===== src/rtl/pll_lock_if.sv =====
// Control/status bundle between the PLL lock sequencer and its surroundings.
// The sequencer side uses the master modport; the consumer/stimulus side uses slave.
interface pll_lock_if;
    logic       locked;           // raw PLL lock, asynchronous to refclk
    logic       relock_req;       // single-cycle restart request
    logic       pll_rst;          // reset to the PLL
    logic       sys_rst;          // downstream system reset
    logic       ready;            // high only in RUN
    logic       fault;            // high only in FAULT
    logic [3:0] retry_count;      // timeouts in the current sequence
    logic [7:0] lock_loss_count;  // lock losses seen in RUN, saturating
    logic [2:0] state;            // sequencer state encoding

    modport master (
        input  locked, relock_req,
        output pll_rst, sys_rst, ready, fault, retry_count, lock_loss_count, state
    );

    modport slave (
        output locked, relock_req,
        input  pll_rst, sys_rst, ready, fault, retry_count, lock_loss_count, state
    );
endinterface


===== src/rtl/pll_lock_sequencer.sv =====
// PLL lock sequencer: pulses the PLL reset, waits for a qualified lock,
// holds the system reset until lock has been stable, retries on timeout,
// recovers from lock loss and latches a fault after repeated timeouts.
// Runs entirely in the refclk domain.
module pll_lock_sequencer #(
    parameter int RST_PULSE_CYCLES    = 16,
    parameter int LOCK_STABLE_CYCLES  = 1024,
    parameter int LOCK_TIMEOUT_CYCLES = 1000000,
    parameter int MAX_RETRIES         = 3,
    parameter int CNT_W               = 20
) (
    input  logic       refclk,
    input  logic       rst,
    pll_lock_if.master bus
);

    typedef enum logic [2:0] {
        S_RESET_PLL = 3'd0,
        S_WAIT_LOCK = 3'd1,
        S_STABILIZE = 3'd2,
        S_RUN       = 3'd3,
        S_FAULT     = 3'd4
    } state_t;

    // Terminal counts: each state leaves on the cycle its counter hits N-1,
    // so the state lasts exactly N cycles.
    localparam logic [CNT_W-1:0] RST_LAST     = CNT_W'(RST_PULSE_CYCLES - 1);
    localparam logic [CNT_W-1:0] STABLE_LAST  = CNT_W'(LOCK_STABLE_CYCLES - 1);
    localparam logic [CNT_W-1:0] TIMEOUT_LAST = CNT_W'(LOCK_TIMEOUT_CYCLES - 1);
    localparam logic [3:0]       RETRY_LIMIT  = 4'(MAX_RETRIES);

    state_t           state_q, state_d;
    logic [CNT_W-1:0] cnt_q, cnt_d;
    logic [3:0]       retry_q, retry_d;
    logic [7:0]       loss_q, loss_d;
    logic             lock_meta_q, lock_meta_d;
    logic             lock_s_q, lock_s_d;
    logic             pll_rst_q, pll_rst_d;
    logic             sys_rst_q, sys_rst_d;
    logic             ready_q, ready_d;
    logic             fault_q, fault_d;
    logic [3:0]       retry_inc;

    assign retry_inc = retry_q + 4'd1;

    // Two-flop synchronizer inputs for the asynchronous lock signal
    always_comb begin
        lock_meta_d = bus.locked;
        lock_s_d    = lock_meta_q;
    end

    // Next-state, counter and status-counter logic
    always_comb begin
        state_d = state_q;
        cnt_d   = cnt_q;
        retry_d = retry_q;
        loss_d  = loss_q;

        case (state_q)
            S_RESET_PLL: begin
                // Lock is not looked at here; the synchronizer just primes.
                cnt_d = cnt_q + 1'b1;
                if (cnt_q == RST_LAST) begin
                    state_d = S_WAIT_LOCK;
                end
            end
            S_WAIT_LOCK: begin
                cnt_d = cnt_q + 1'b1;
                if (lock_s_q) begin
                    state_d = S_STABILIZE;
                end else if (cnt_q == TIMEOUT_LAST) begin
                    retry_d = retry_inc;
                    state_d = (retry_inc == RETRY_LIMIT) ? S_FAULT : S_RESET_PLL;
                end
            end
            S_STABILIZE: begin
                cnt_d = cnt_q + 1'b1;
                // A single dropped lock sample restarts qualification from
                // WAIT_LOCK with a fresh timeout; it does not count as a retry.
                if (!lock_s_q) begin
                    state_d = S_WAIT_LOCK;
                end else if (cnt_q == STABLE_LAST) begin
                    state_d = S_RUN;
                    retry_d = 4'd0;
                end
            end
            S_RUN: begin
                // Lock loss wins over a simultaneous relock request so it is counted.
                if (!lock_s_q) begin
                    state_d = S_RESET_PLL;
                    if (loss_q != 8'hFF) begin
                        loss_d = loss_q + 8'd1;
                    end
                end else if (bus.relock_req) begin
                    state_d = S_RESET_PLL;
                end
            end
            S_FAULT: begin
                if (bus.relock_req) begin
                    state_d = S_RESET_PLL;
                    retry_d = 4'd0;
                end
            end
            default: begin
                state_d = S_RESET_PLL;
            end
        endcase

        if (state_d != state_q) begin
            cnt_d = '0;
        end
    end

    // Output decode from the next state so the registered outputs track state_q
    always_comb begin
        pll_rst_d = (state_d == S_RESET_PLL) || (state_d == S_FAULT);
        sys_rst_d = (state_d != S_RUN);
        ready_d   = (state_d == S_RUN);
        fault_d   = (state_d == S_FAULT);
    end

    // State, counters, synchronizer and output registers
    always_ff @(posedge refclk) begin
        if (rst) begin
            state_q     <= S_RESET_PLL;
            cnt_q       <= '0;
            retry_q     <= 4'd0;
            loss_q      <= 8'd0;
            lock_meta_q <= 1'b0;
            lock_s_q    <= 1'b0;
            pll_rst_q   <= 1'b1;
            sys_rst_q   <= 1'b1;
            ready_q     <= 1'b0;
            fault_q     <= 1'b0;
        end else begin
            state_q     <= state_d;
            cnt_q       <= cnt_d;
            retry_q     <= retry_d;
            loss_q      <= loss_d;
            lock_meta_q <= lock_meta_d;
            lock_s_q    <= lock_s_d;
            pll_rst_q   <= pll_rst_d;
            sys_rst_q   <= sys_rst_d;
            ready_q     <= ready_d;
            fault_q     <= fault_d;
        end
    end

    assign bus.pll_rst         = pll_rst_q;
    assign bus.sys_rst         = sys_rst_q;
    assign bus.ready           = ready_q;
    assign bus.fault           = fault_q;
    assign bus.retry_count     = retry_q;
    assign bus.lock_loss_count = loss_q;
    assign bus.state           = state_q;

endmodule


===== src/flat_wrapper.sv =====
// flat-port wrapper written by rule: the top's interface ports become plain ports
module pll_lock_sequencer_flat 
#(
    parameter int RST_PULSE_CYCLES    = 16,
    parameter int LOCK_STABLE_CYCLES  = 1024,
    parameter int LOCK_TIMEOUT_CYCLES = 1000000,
    parameter int MAX_RETRIES         = 3,
    parameter int CNT_W               = 20
)
  (refclk, rst, bus_locked, bus_relock_req, bus_pll_rst, bus_sys_rst, bus_ready, bus_fault, bus_retry_count, bus_lock_loss_count, bus_state);
  pll_lock_if bus_i ();
  input  logic refclk;
  input  logic rst;
  input wire logic [$bits(bus_i.locked)-1:0] bus_locked;
  input wire logic [$bits(bus_i.relock_req)-1:0] bus_relock_req;
  output wire logic [$bits(bus_i.pll_rst)-1:0] bus_pll_rst;
  output wire logic [$bits(bus_i.sys_rst)-1:0] bus_sys_rst;
  output wire logic [$bits(bus_i.ready)-1:0] bus_ready;
  output wire logic [$bits(bus_i.fault)-1:0] bus_fault;
  output wire logic [$bits(bus_i.retry_count)-1:0] bus_retry_count;
  output wire logic [$bits(bus_i.lock_loss_count)-1:0] bus_lock_loss_count;
  output wire logic [$bits(bus_i.state)-1:0] bus_state;
  assign bus_i.locked = bus_locked;
  assign bus_i.relock_req = bus_relock_req;
  assign bus_pll_rst = bus_i.pll_rst;
  assign bus_sys_rst = bus_i.sys_rst;
  assign bus_ready = bus_i.ready;
  assign bus_fault = bus_i.fault;
  assign bus_retry_count = bus_i.retry_count;
  assign bus_lock_loss_count = bus_i.lock_loss_count;
  assign bus_state = bus_i.state;
  pll_lock_sequencer #(.RST_PULSE_CYCLES(RST_PULSE_CYCLES), .LOCK_STABLE_CYCLES(LOCK_STABLE_CYCLES), .LOCK_TIMEOUT_CYCLES(LOCK_TIMEOUT_CYCLES), .MAX_RETRIES(MAX_RETRIES), .CNT_W(CNT_W)) u_core (.refclk(refclk), .rst(rst), .bus(bus_i));
endmodule

===== config.mk =====
export PLATFORM = sky130hd
export DESIGN_NAME = pll_lock_sequencer_flat
export DESIGN_NICKNAME = d
export VERILOG_FILES = /design/src/rtl/pll_lock_if.sv /design/src/rtl/pll_lock_sequencer.sv /design/src/flat_wrapper.sv
export SDC_FILE = /design/constraint.sdc
export NUM_CORES = 1
export LEC_CHECK = 0
export ABC_AREA = 0
export BUFFER_PORTS_ARGS = -buffer_cell sky130_fd_sc_hd__buf_2
export CAP_MARGIN = 20
export CORE_UTILIZATION = 50
export DETAILED_ROUTE_END_ITERATION = 10
export GPL_ROUTABILITY_DRIVEN = 0
export GPL_TIMING_DRIVEN = 0
export PLACE_DENSITY = 0.7
export SETUP_SLACK_MARGIN = 0.2
export SLEW_MARGIN = 0
export SYNTH_ARGS = -nofsm -noshare
export SYNTH_HDL_FRONTEND = slang
export SYNTH_SLANG_ARGS = --single-unit

===== constraint.sdc =====
create_clock -name refclk -period 3.89 [get_ports refclk]
set_input_delay 0.389 -clock refclk [delete_from_list [all_inputs] [get_ports refclk]]
set_output_delay 0.389 -clock refclk [all_outputs]
set_load 0.005 [all_outputs]

==> metrics.md <==
| Metric | Value |
|---|---|
| Status | finished, final reports clean |
| Crit. Startpoint | u_core.cnt_q[0]$_SDFFE_PP0P_ |
| CTS sink count | 41 |
| Met2 wire len | 1.844 mm |
| Routed WL per cell | 12.42 um |
| Capture point of the critical path | u_core.bus.retry_count[0]$_SDFFE_PP0P_ |
| Share of cells above drive strength 1 | 19.17% |
| Total gr overflow | 0 |
| Clock power share | 39.7% |
| # resized after CTS | 0 |
| Vias per cell | 5.351 |
| Largest family of logic cells by synthesized area | simple AND/OR/NAND/NOR gates |
| Critical Path Max Stage Delay | 0.40 ns |
| Pwr Density | 324.6 nW/um^2 |
| Number of filler cells placed in the layout | 380 |
| Post-synth top cells | dfxtp_1 (41), nor2_1 (41), xor2_1 (15) |
| Buffers added on ports | 22 |
| Share of the synthesized area in the top cell type | 39.42% |
| Mapped Cells | 236 |
| Top cells by area, synth | dfxtp_1 (39%), nor2_1 (7.4%), xor2_1 (6.3%) |
| Internal cell power | 598.4 uW |
| DR top layer | met4 |
| Post-route clock period utilization | 58.01% |
| Final #Nets | 273 |
| TritonCTS clock tree | yes |
| Multi-input logic area | 1189 um^2 |
| Vias | 1691 |
| R2r worst-path depth | 6 |
| Met1 Wirelength | 1.892 mm |
| Starting Density | 52.05% |
| Top-Level Pins | 23 |
| Syn. warnings | 0 |
| Worst Path Arrival | 2.44 ns |
| Final non-filler cell total | 316 |
| Synth Register Bits | 41 |
| Die H | 66.53 um |
| CTS Buf Count | 5 |
| Final hold violations | 0 |
| Synth Area in Compound Gates | 8.113% |
| Largest area contributor in the netlist | dfxtp_1 |
| Skew-Pair Late Insertion Delay | 0.29 ns |
| Max-Cap Viols | 0 |
| Crit-path slowest cell | dfxtp_1 |
| Routed wire length | 3.924 mm |
| Fmax | 443.1 MHz |
| H-tree depth | 2 |
| Largest net degree at the start of global routing | 13 |
| Crit-path max FO | 7 |
| Hold Buf Count CTS | 0 |
| XOR/XNOR share of the synthesized area | 11.78% |
| Required time worst endpoint | 4.07 ns |
| Inst Count DP | 308 |
| Delay-heaviest family, CP | simple AND/OR/NAND/NOR gates |
| Register area share after synthesis | 39.42% |
| Cell area after synthesis | 2082 um^2 |
| Layout area overhead | 13.16% |
| Residual DRC | 0 |
| Slew Limit Fails | 0 |
| TNS Setup | 0 ns |
| Final ANT Viol Nets | 0 |
| Logic pwr share | 3.8% |
| Switching pwr | 166.4 uW |
| Mux contribution to synthesized area | 2.103% |
| Hold Path Depth | 2 |
| Post-synth ARST share | 0% |
| Sw frac | 21.75% |
| Initial antenna violation count | 0 |
| CP cell instances | ha_1, nand3_1, nor4_4, nand4_1, a21oi_2, mux2_2 |
| CP Class | register to register |
| # rows | 23 |
| Met3 WL | 137 um |
| Final setup violation count | 0 |
| Startpoint types | register |
| GRT Total Usage | 19.40% |
| Reg2reg end | u_core.bus.retry_count[0]$_SDFFE_PP0P_ |
| Pre-antenna DRT Iters | 4 |
| R2r setup slk | 1.63 ns |
| Main synth FF type | dfxtp_1 |
| Peak supply drop | 174.8 uV |
| Simple-Gate Fraction of Synth Area | 32.69% |
| Worst slew pin tran | 0.7355 ns |
| LEAKAGE | 0.0009215 uW |
| CORE AREA | 4000 um^2 |
| Critical Path Stages | 6 |
| Worst path bufs/invs | 0 |
| Min Tclk post-route | 2.257 ns |
| Die X | 66.53 um |
| CTS max path bufs | 2 |
| Syn_nets | 244 |
| Worst-path clk slew | 0.07 ns |
| Final HPWL DP | 2.895 mm |
| Clk_skew | 0.005727 ns |
| Critical Path Sink Type | register |
| Syn_area_per_cell | 8.822 um^2 |
| Antenna cells | 0 |
| Adder-Cell Fraction of Synth Area | 2.404% |
| Worst hold path type | primary input to register |
| Reg power frac | 56.5% |
| DRT iter0 DRCs | 95 |
| Post-CTS Setup Repair Bufs | 0 |
| Rel. slew slack | 50.56% |
| Synth unique cells | 50 |
| Register area | 820.8 um^2 |
| RSZ-0062 raised after global routing | no |
| Vias in the first global route | 1453 |
| First-pass GRT wire length | 6.513 mm |
| RR Startpoint | u_core.cnt_q[0]$_SDFFE_PP0P_ |
| Root Buffer | clkbuf_8 |
| Die area | 4426 um^2 |
| EDFF count, synth | 0 |
layout make-up:
class,count,share of cell area (%)
multi-input combinational,180,50.45
sequential,41,34.84
timing repair buffer,22,4.673
clock buffer,7,4.089
tap,50,2.655
buffer,9,2.124
inverter,6,0.9559
clock inverter,1,0.2124
power groups by stage:
| stage | combinational (uW) | sequential (uW) | clock (uW) |
|---|---|---|---|
| finish | 29.4 | 432 | 303 |
| global route | 32.5 | 433 | 330 |
| CTS | 29.8 | 432 | 308 |
| detailed placement | 30.0 | 442 | 0 |
| global placement | 29.1 | 441 | 0 |
| floorplan | 20.3 | 440 | 0 |
sequential cells by signal, indices dropped and copies added, names as in the netlist:
| signal | count |
|---|---|
| u_core.bus.fault | 1 |
| u_core.bus.lock_loss_count | 8 |
| u_core.bus.pll_rst | 1 |
| u_core.bus.ready | 1 |
| u_core.bus.retry_count | 4 |
| u_core.bus.state | 3 |
| u_core.bus.sys_rst | 1 |
| u_core.cnt_q | 20 |
| u_core.lock_meta_q | 1 |
| u_core.lock_s_q | 1 |
worst min path at each step:
stage	startpoint	slack, ns	to
floorplan	u_core.lock_meta_q$_SDFF_PP0_	0.41	u_core.lock_s_q$_SDFF_PP0_
global placement	u_core.lock_meta_q$_SDFF_PP0_	0.42	u_core.lock_s_q$_SDFF_PP0_
detailed placement	u_core.lock_meta_q$_SDFF_PP0_	0.43	u_core.lock_s_q$_SDFF_PP0_
CTS	bus_locked	0.30	u_core.lock_meta_q$_SDFF_PP0_
global route	bus_locked	0.32	u_core.lock_meta_q$_SDFF_PP0_
finish	bus_locked	0.31	u_core.lock_meta_q$_SDFF_PP0_
kinds of logic (layout without fill, tap and decap cells):
group | Yosys count | in the layout
and+or+nand+nor | 122 | 122
xor gates and xnor gates | 28 | 28
muxes | 4 | 4
AOI/OAI and AO/OA | 22 | 22
adders and majority gates | 4 | 4
buffers and inverters | 15 | 45
DFF | 41 | 41
placed cells by master (no fill, tap or decap), types with 3 or more instances in the layout:
master	n
inv_1	6
ha_1	4
clkbuf_8	8
a21oi_1	6
nand2_1	12
clkbuf_1	5
nand3_1	14
buf_2	24
o21ai_0	3
xor2_1	15
dfxtp_1	41
and3_1	4
nor2b_1	5
nor2_1	41
xnor2_1	13
nor3_1	10
nand4_1	11
stage by stage:
stage	util [%]	hold WS, ns	total power [uW]	worst slack, ns	area (um^2)
final	58.90	0.3060	764.8	1.633	2356
after detailed placement	56.37	0.4297	471.7	1.644	2255
after floorplan	-	0.4138	460.8	1.923	2082
after global routing	58.90	0.3245	795.6	1.468	2356
after global placement	56.37	0.4245	470.6	1.670	2255
after CTS	58.90	0.3029	770.2	1.625	2356
per-layer routing:
| metal | global-route usage, % | up-vias |
|---|---|---|
| li1 | - | 877 |
| met1 | 24.14 | 781 |
| met2 | 31.76 | 28 |
| met3 | 5.137 | 5 |
| met4 | 7.447 | 0 |
| met5 | 0 | - |
Note: power is estimated with default switching activity, not from simulation.
